--- src/rtl/keypad_scan.sv ---
// 4x4 matrix keypad scanner: row-by-row drive, per-pass decode, debounce FSM,
// and a CPU-facing key register with a 4-digit history shift register.
module keypad_scan #(
    parameter int SCAN_DIV = 2000,
    parameter int DEBOUNCE = 4
) (
    input  logic        clk,
    input  logic        rst,
    output logic [3:0]  row_out,
    input  logic [3:0]  col_in,
    input  logic        key_ack,
    output logic        key_valid,
    output logic [3:0]  key_code,
    output logic        key_down,
    output logic        key_overrun,
    output logic [15:0] kbd_value
);
    localparam int              DIV_W   = $clog2(SCAN_DIV);
    localparam logic [DIV_W-1:0] DIV_MAX = DIV_W'(SCAN_DIV - 1);
    localparam logic [3:0]      DEB     = 4'(DEBOUNCE);

    typedef enum logic [1:0] {S_IDLE, S_PRESS_DEB, S_HELD, S_REL_DEB} state_t;

    logic [3:0]       r_sync1, r_sync2;
    logic [DIV_W-1:0] r_div;
    logic [1:0]       r_row;
    logic [3:0]       r_row_out;
    logic             r_acc_any, r_acc_multi;
    logic [3:0]       r_acc_code;
    state_t           r_state, w_state_nxt;
    logic [3:0]       r_cnt, w_cnt_nxt, w_cnt_inc;
    logic [3:0]       r_cand, w_cand_nxt;
    logic             r_key_valid, r_key_overrun;
    logic [3:0]       r_key_code;
    logic [15:0]      r_kbd_value;

    logic       w_tick, w_pass_end, w_press;
    logic [1:0] w_row_nxt, w_col;
    logic [3:0] w_low;
    logic [2:0] w_nlow;
    logic       w_pass_any, w_pass_multi, w_is_key, w_is_none;
    logic [3:0] w_pass_code;

    always_ff @(posedge clk) begin
        if (rst) begin
            r_sync1 <= 4'hF;
            r_sync2 <= 4'hF;
        end else begin
            r_sync1 <= col_in;
            r_sync2 <= r_sync1;
        end
    end

    assign w_tick     = (r_div == DIV_MAX);
    assign w_pass_end = w_tick && (r_row == 2'd3);
    assign w_row_nxt  = r_row + 2'd1;
    assign w_low      = ~r_sync2;
    assign w_nlow     = {2'b0, w_low[0]} + {2'b0, w_low[1]} + {2'b0, w_low[2]} + {2'b0, w_low[3]};

    always_comb begin
        w_col = 2'd0;
        if (w_low[1]) w_col = 2'd1;
        if (w_low[2]) w_col = 2'd2;
        if (w_low[3]) w_col = 2'd3;
    end

    // Result of the pass so far, including the row being sampled this tick.
    assign w_pass_any   = r_acc_any | (w_low != 4'd0);
    assign w_pass_multi = r_acc_multi | (w_nlow >= 3'd2) | (r_acc_any & (w_low != 4'd0));
    assign w_pass_code  = r_acc_any ? r_acc_code : {r_row, w_col};
    assign w_is_key     = w_pass_any & ~w_pass_multi;
    assign w_is_none    = ~w_pass_any;

    always_ff @(posedge clk) begin
        if (rst) begin
            r_div       <= '0;
            r_row       <= 2'd0;
            r_row_out   <= 4'b1110;
            r_acc_any   <= 1'b0;
            r_acc_multi <= 1'b0;
            r_acc_code  <= 4'd0;
        end else if (w_tick) begin
            r_div     <= '0;
            r_row     <= w_row_nxt;
            r_row_out <= ~(4'b0001 << w_row_nxt);
            if (w_pass_end) begin
                r_acc_any   <= 1'b0;
                r_acc_multi <= 1'b0;
                r_acc_code  <= 4'd0;
            end else begin
                r_acc_any   <= w_pass_any;
                r_acc_multi <= w_pass_multi;
                r_acc_code  <= w_pass_code;
            end
        end else begin
            r_div <= r_div + DIV_W'(1);
        end
    end

    always_ff @(posedge clk) begin
        if (rst) begin
            r_state <= S_IDLE;
            r_cnt   <= 4'd0;
            r_cand  <= 4'd0;
        end else begin
            r_state <= w_state_nxt;
            r_cnt   <= w_cnt_nxt;
            r_cand  <= w_cand_nxt;
        end
    end

    assign w_cnt_inc = r_cnt + 4'd1;

    always_comb begin
        w_state_nxt = r_state;
        w_cnt_nxt   = r_cnt;
        w_cand_nxt  = r_cand;
        w_press     = 1'b0;
        if (w_pass_end) begin
            case (r_state)
                S_IDLE: begin
                    if (w_is_key) begin
                        w_cand_nxt = w_pass_code;
                        w_cnt_nxt  = 4'd1;
                        if (DEBOUNCE == 1) begin
                            w_state_nxt = S_HELD;
                            w_press     = 1'b1;
                        end else begin
                            w_state_nxt = S_PRESS_DEB;
                        end
                    end
                end
                S_PRESS_DEB: begin
                    if (w_is_key && (w_pass_code == r_cand)) begin
                        w_cnt_nxt = w_cnt_inc;
                        if (w_cnt_inc == DEB) begin
                            w_state_nxt = S_HELD;
                            w_press     = 1'b1;
                        end
                    end else begin
                        w_state_nxt = S_IDLE;
                        w_cnt_nxt   = 4'd0;
                    end
                end
                S_HELD: begin
                    // No auto-repeat: a held key, or a roll to MULTI, stays here.
                    if (w_is_none) begin
                        w_cnt_nxt   = 4'd1;
                        w_state_nxt = (DEBOUNCE == 1) ? S_IDLE : S_REL_DEB;
                    end
                end
                S_REL_DEB: begin
                    if (w_is_none) begin
                        w_cnt_nxt = w_cnt_inc;
                        if (w_cnt_inc == DEB) w_state_nxt = S_IDLE;
                    end else begin
                        w_state_nxt = S_HELD;
                    end
                end
                default: w_state_nxt = S_IDLE;
            endcase
        end
    end

    // A press beats a same-cycle ack: valid stays set, overrun is cleared.
    always_ff @(posedge clk) begin
        if (rst) begin
            r_key_valid   <= 1'b0;
            r_key_overrun <= 1'b0;
            r_key_code    <= 4'd0;
            r_kbd_value   <= 16'd0;
        end else if (w_press) begin
            r_key_code    <= w_cand_nxt;
            r_kbd_value   <= {r_kbd_value[11:0], w_cand_nxt};
            r_key_valid   <= 1'b1;
            r_key_overrun <= r_key_valid & ~key_ack;
        end else if (key_ack && r_key_valid) begin
            r_key_valid   <= 1'b0;
            r_key_overrun <= 1'b0;
        end
    end

    assign row_out     = r_row_out;
    assign key_valid   = r_key_valid;
    assign key_code    = r_key_code;
    assign key_overrun = r_key_overrun;
    assign kbd_value   = r_kbd_value;
    assign key_down    = (r_state == S_HELD) || (r_state == S_REL_DEB);
endmodule

--- config.mk ---
export PLATFORM = sky130hd
export DESIGN_NAME = keypad_scan
export DESIGN_NICKNAME = d
export VERILOG_FILES = /design/src/rtl/keypad_scan.sv
export SDC_FILE = /design/constraint.sdc
export NUM_CORES = 1
export LEC_CHECK = 0
export BUFFER_PORTS_ARGS = -buffer_cell sky130_fd_sc_hd__clkbuf_2
export CORE_AREA = 2 2 88 132
export DETAILED_ROUTE_END_ITERATION = 10
export DIE_AREA = 0 0 90 134
export SLEW_MARGIN = 20
export SYNTH_ARGS = -nofsm -noshare
export SYNTH_HDL_FRONTEND = slang
export SYNTH_SLANG_ARGS = --single-unit
--- constraint.sdc ---
create_clock -name clk -period 2.48 [get_ports clk]
set_input_delay 0.372 -clock clk [delete_from_list [all_inputs] [get_ports clk]]
set_output_delay 0.372 -clock clk [all_outputs]
set_load 0.01 [all_outputs]
==> summary.md <==
| Metric | Value |
|---|---|
| 1st-iter DRT viols | `88` |
| Syn nets | `296` |
| Syn Area/Cell | `9.496 µm²` |
| Via/cell ratio | `4.363` |
| Synth async-reset ratio | `0%` |
| N_diodes | `0` |
| Total Power | `2310 µW` |
| Crit Reg-Reg Startpoint | `r_sync2[3]` |
| Placed instance area | `2997 µm²` |
| Cell variety after synth | `52` |
| Reg power frac | `41.9%` |
| Predominant post-synthesis flop cell | `dfxtp_1` |
| Initial DRT Pass Iterations | `4` |
| Net Sw Frac | `18.92%` |
| Crit share post-route | `97.22%` |
| EDFF count, synth | `0` |
| Non-Filler Instances | `476` |
| DP Cell Count | `455` |
| WS Path Type | `reg2reg` |
| Max_cap viols | `0` |
| Layout net count | `341` |
| Internal | `1873 µW` |
| Total track usage | `9.540%` |
| Startpoint Class | `register` |
| Worst-Margin Slew | `0.6317 ns` |
| Via count | `2077` |
| Syn. warnings | `0` |
| Worst skew pair latency | `0.32 ns` |
| Pwr Density | `674.5 nW/µm²` |
| Crit end category | `register` |
| Hold path start | `col_in[1]` |
| GPL Wtd Cong | `0.7880` |
| Final Setup Violations | `0` |
| CP arrival | `2.62 ns` |
| Sink Count | `59` |
| NetSw | `437.0 µW` |
| HP Class | `in2reg` |
| Detail Route Antenna Nets | `0` |
| Total Wirelength | `5497 µm` |
| CTS tree | `built` |
| CP startpoint | `r_sync2[3]` |
| Minimum clock period | `2.411 ns` |
| Largest net degree at the start of global routing | `34` |
| RSZ-0062 raised after global routing | `true` |
| Die Ht | `134 µm` |
| Relative slew slack | `57.89%` |
| Post-CTS Hold Buffers | `0` |
| Register area share after synthesis | `44.42%` |
| First-pass GRT wire length | `9308 µm` |
| Clk pwr share | `54.9%` |
| Logic pwr share | `3.2%` |
| Die Area | `12060 µm²` |
| Final worst slack | `0.06893 ns` |
| IO Pins | `34` |
| Final TNS setup | `0 ns` |
| Critical Path RT | `2.69 ns` |
| Total grt overflow | `0` |
| Mapped Cells | `280` |
| Fmax | `0.4148 GHz` |
| Die W | `90 µm` |
| P&R area growth vs syn | `28.80%` |
| Total CTS buffers | `9` |
| DR DRC count | `0` |
| Worst ir drop on vdd | `405.3 µV` |
| Row count | `47` |
| Layout cells sized above 1 | `28.27%` |
| Vias in the first global route | `2024` |
| Initial Utilization | `24.31%` |
| CORE AREA | `10940 µm²` |
| # fillers | `1195` |
| Clock buffer depth | `2` |
| Avg WL per Cell | `11.55 µm` |
| Root buf cell | `clkbuf_16` |
| Synth Register Bits | `59` |
| I/O Buffers | `33` |
| Post-synthesis cell area | `2659 µm²` |
| Leakage power | `0.001361 µW` |
| H-tree depth | `3` |
| Status | `complete, no violations` |
| Max Slew Vio Count | `0` |
| Most frequent cells in the layout | `dfxtp_1 (57), nor2_1 (49), clkbuf_2 (33)` |
| Pre-CTS setup slack | `-0.03936 ns` |
| Worst-path fanout max | `7` |
| Hpwl dp | `3895 µm` |
| Setup Skew | `0.004963 ns` |
| CTS clk-pin slew, worst paths | `0.05 ns` |
| Design area | `3425 µm²` |
| Final hold vios | `0` |
| Commonest non-fill, non-tap cell in the layout | `dfxtp_1` |
| Initial antenna violation count | `0` |
[logic make-up (layout without fill, tap and decap cells)]
group	count (synthesis)	count (layout)	share of synthesized area, %
simple gates	115	115	22.82
flops	59	59	44.42
compound gates	40	40	11.91
buf+inv	26	75	5.223
mux	18	18	6.823
xor+xnor	13	13	4.282
fa+ha+maj	9	9	4.518
[layer usage]
| metal | up-vias | global-route usage, % | part of all wire, % |
|---|---|---|---|
| li1 | 1057 | - | - |
| met1 | 982 | 9.738 | 41 |
| met2 | 27 | 17.79 | 54 |
| met3 | 11 | 2.360 | 2.7 |
| met4 | 0 | 5.043 | 2.7 |
| met5 | - | 0 | 0 |
[worst max-delay path, cell delays in order (launching register included)]
cell,delay (ns)
dfxtp_2,0.33
inv_2,0.04
fa_1,0.48
nor2b_4,0.14
or3_4,0.34
buf_4,0.15
a2111oi_4,0.30
buf_6,0.19
nor2b_1,0.06
a31oi_2,0.19
a211oi_2,0.09
[synth_stat cells (all sizes together), types with 2 or more instances]
cell | count | area, µm²
a21oi | 8 | 40.04
nor2b | 3 | 18.77
and3 | 5 | 31.28
buf | 9 | 75.07
nand3b | 2 | 15.01
a32oi | 3 | 26.28
o21ai | 4 | 20.02
or2 | 8 | 50.05
a2111oi | 2 | 36.29
nand4 | 3 | 18.77
and4 | 2 | 17.52
a211oi | 6 | 55.05
inv | 8 | 30.03
and2 | 2 | 12.51
xnor2 | 6 | 52.55
nand2 | 9 | 33.78
clkbuf | 9 | 33.78
a31oi | 2 | 12.51
nor3 | 7 | 40.04
nand2b | 6 | 37.54
a21o | 3 | 22.52
nand3 | 8 | 45.04
nor4 | 4 | 40.04
nor3b | 2 | 15.01
a211o | 3 | 26.28
nor2 | 49 | 183.9
or3 | 2 | 17.52
mux2i | 17 | 170.2
ha | 8 | 100.1
dfxtp | 59 | 1181
xor2 | 7 | 61.31
[layout make-up]
| class | count | area, µm² | area share [%] |
|---|---|---|---|
| Timing Repair Buffer | 52 | 320.3 | 9.353 |
| Inverter | 8 | 30.03 | 0.8769 |
| Tap cell | 147 | 183.9 | 5.371 |
| Clock buffer | 14 | 284.0 | 8.294 |
| Multi-Input combinational cell | 195 | 1393 | 40.67 |
| Clock inverter | 1 | 30.03 | 0.8769 |
| Sequential cell | 59 | 1184 | 34.56 |
[power groups by stage]
stage / combinational (µW) / clock [µW] / sequential [µW]
final: 74.7 / 1270 / 967
after CTS: 72.2 / 1310 / 966
after global placement: 65.3 / 0 / 985
after global routing: 83.6 / 1350 / 967
after detailed placement: 66.7 / 0 / 985
after floorplan: 47.6 / 0 / 984
[registers in the layout, indices dropped and copies added, names as in the netlist]
name and count:
kbd_value 13, r_div 11, r_acc_code 4, r_cand 4, r_cnt 4, r_sync1 4, r_sync2 4, row_out 4
key_code 3, r_row 2, r_state 2, key_overrun 1, key_valid 1, r_acc_any 1, r_acc_multi 1
[metrics by stage]
stage | hold slack, ns | util (%)
2_1_floorplan | 0.3895 | -
6_report | 0.2283 | 31.31
4_1_cts | 0.2157 | 30.76
3_5_place_dp | 0.3953 | 27.40
3_3_place_gp | 0.3948 | 27.40
5_1_grt | 0.2240 | 31.31
[final timing paths]
kind | end | slack [ns] | cells after the start
worst min-delay path | r_sync1[1] | 0.23 | 2
worst max-delay path | key_code[1] | 0.07 | 10
worst max register to register | key_code[1] | 0.07 | 10
worst min register to register | r_sync2[1] | 0.41 | 1
[repair_timing]
item / 4_1_cts / 5_1_grt
pin swaps: 0 / 10
endpoints found under the setup margin: 13 / 25
gates cloned: 2 / 0
gates resized for setup: 4 / 14
setup buffers: 4 / 0
No activity file was read; power rests on OpenSTA's default activity.
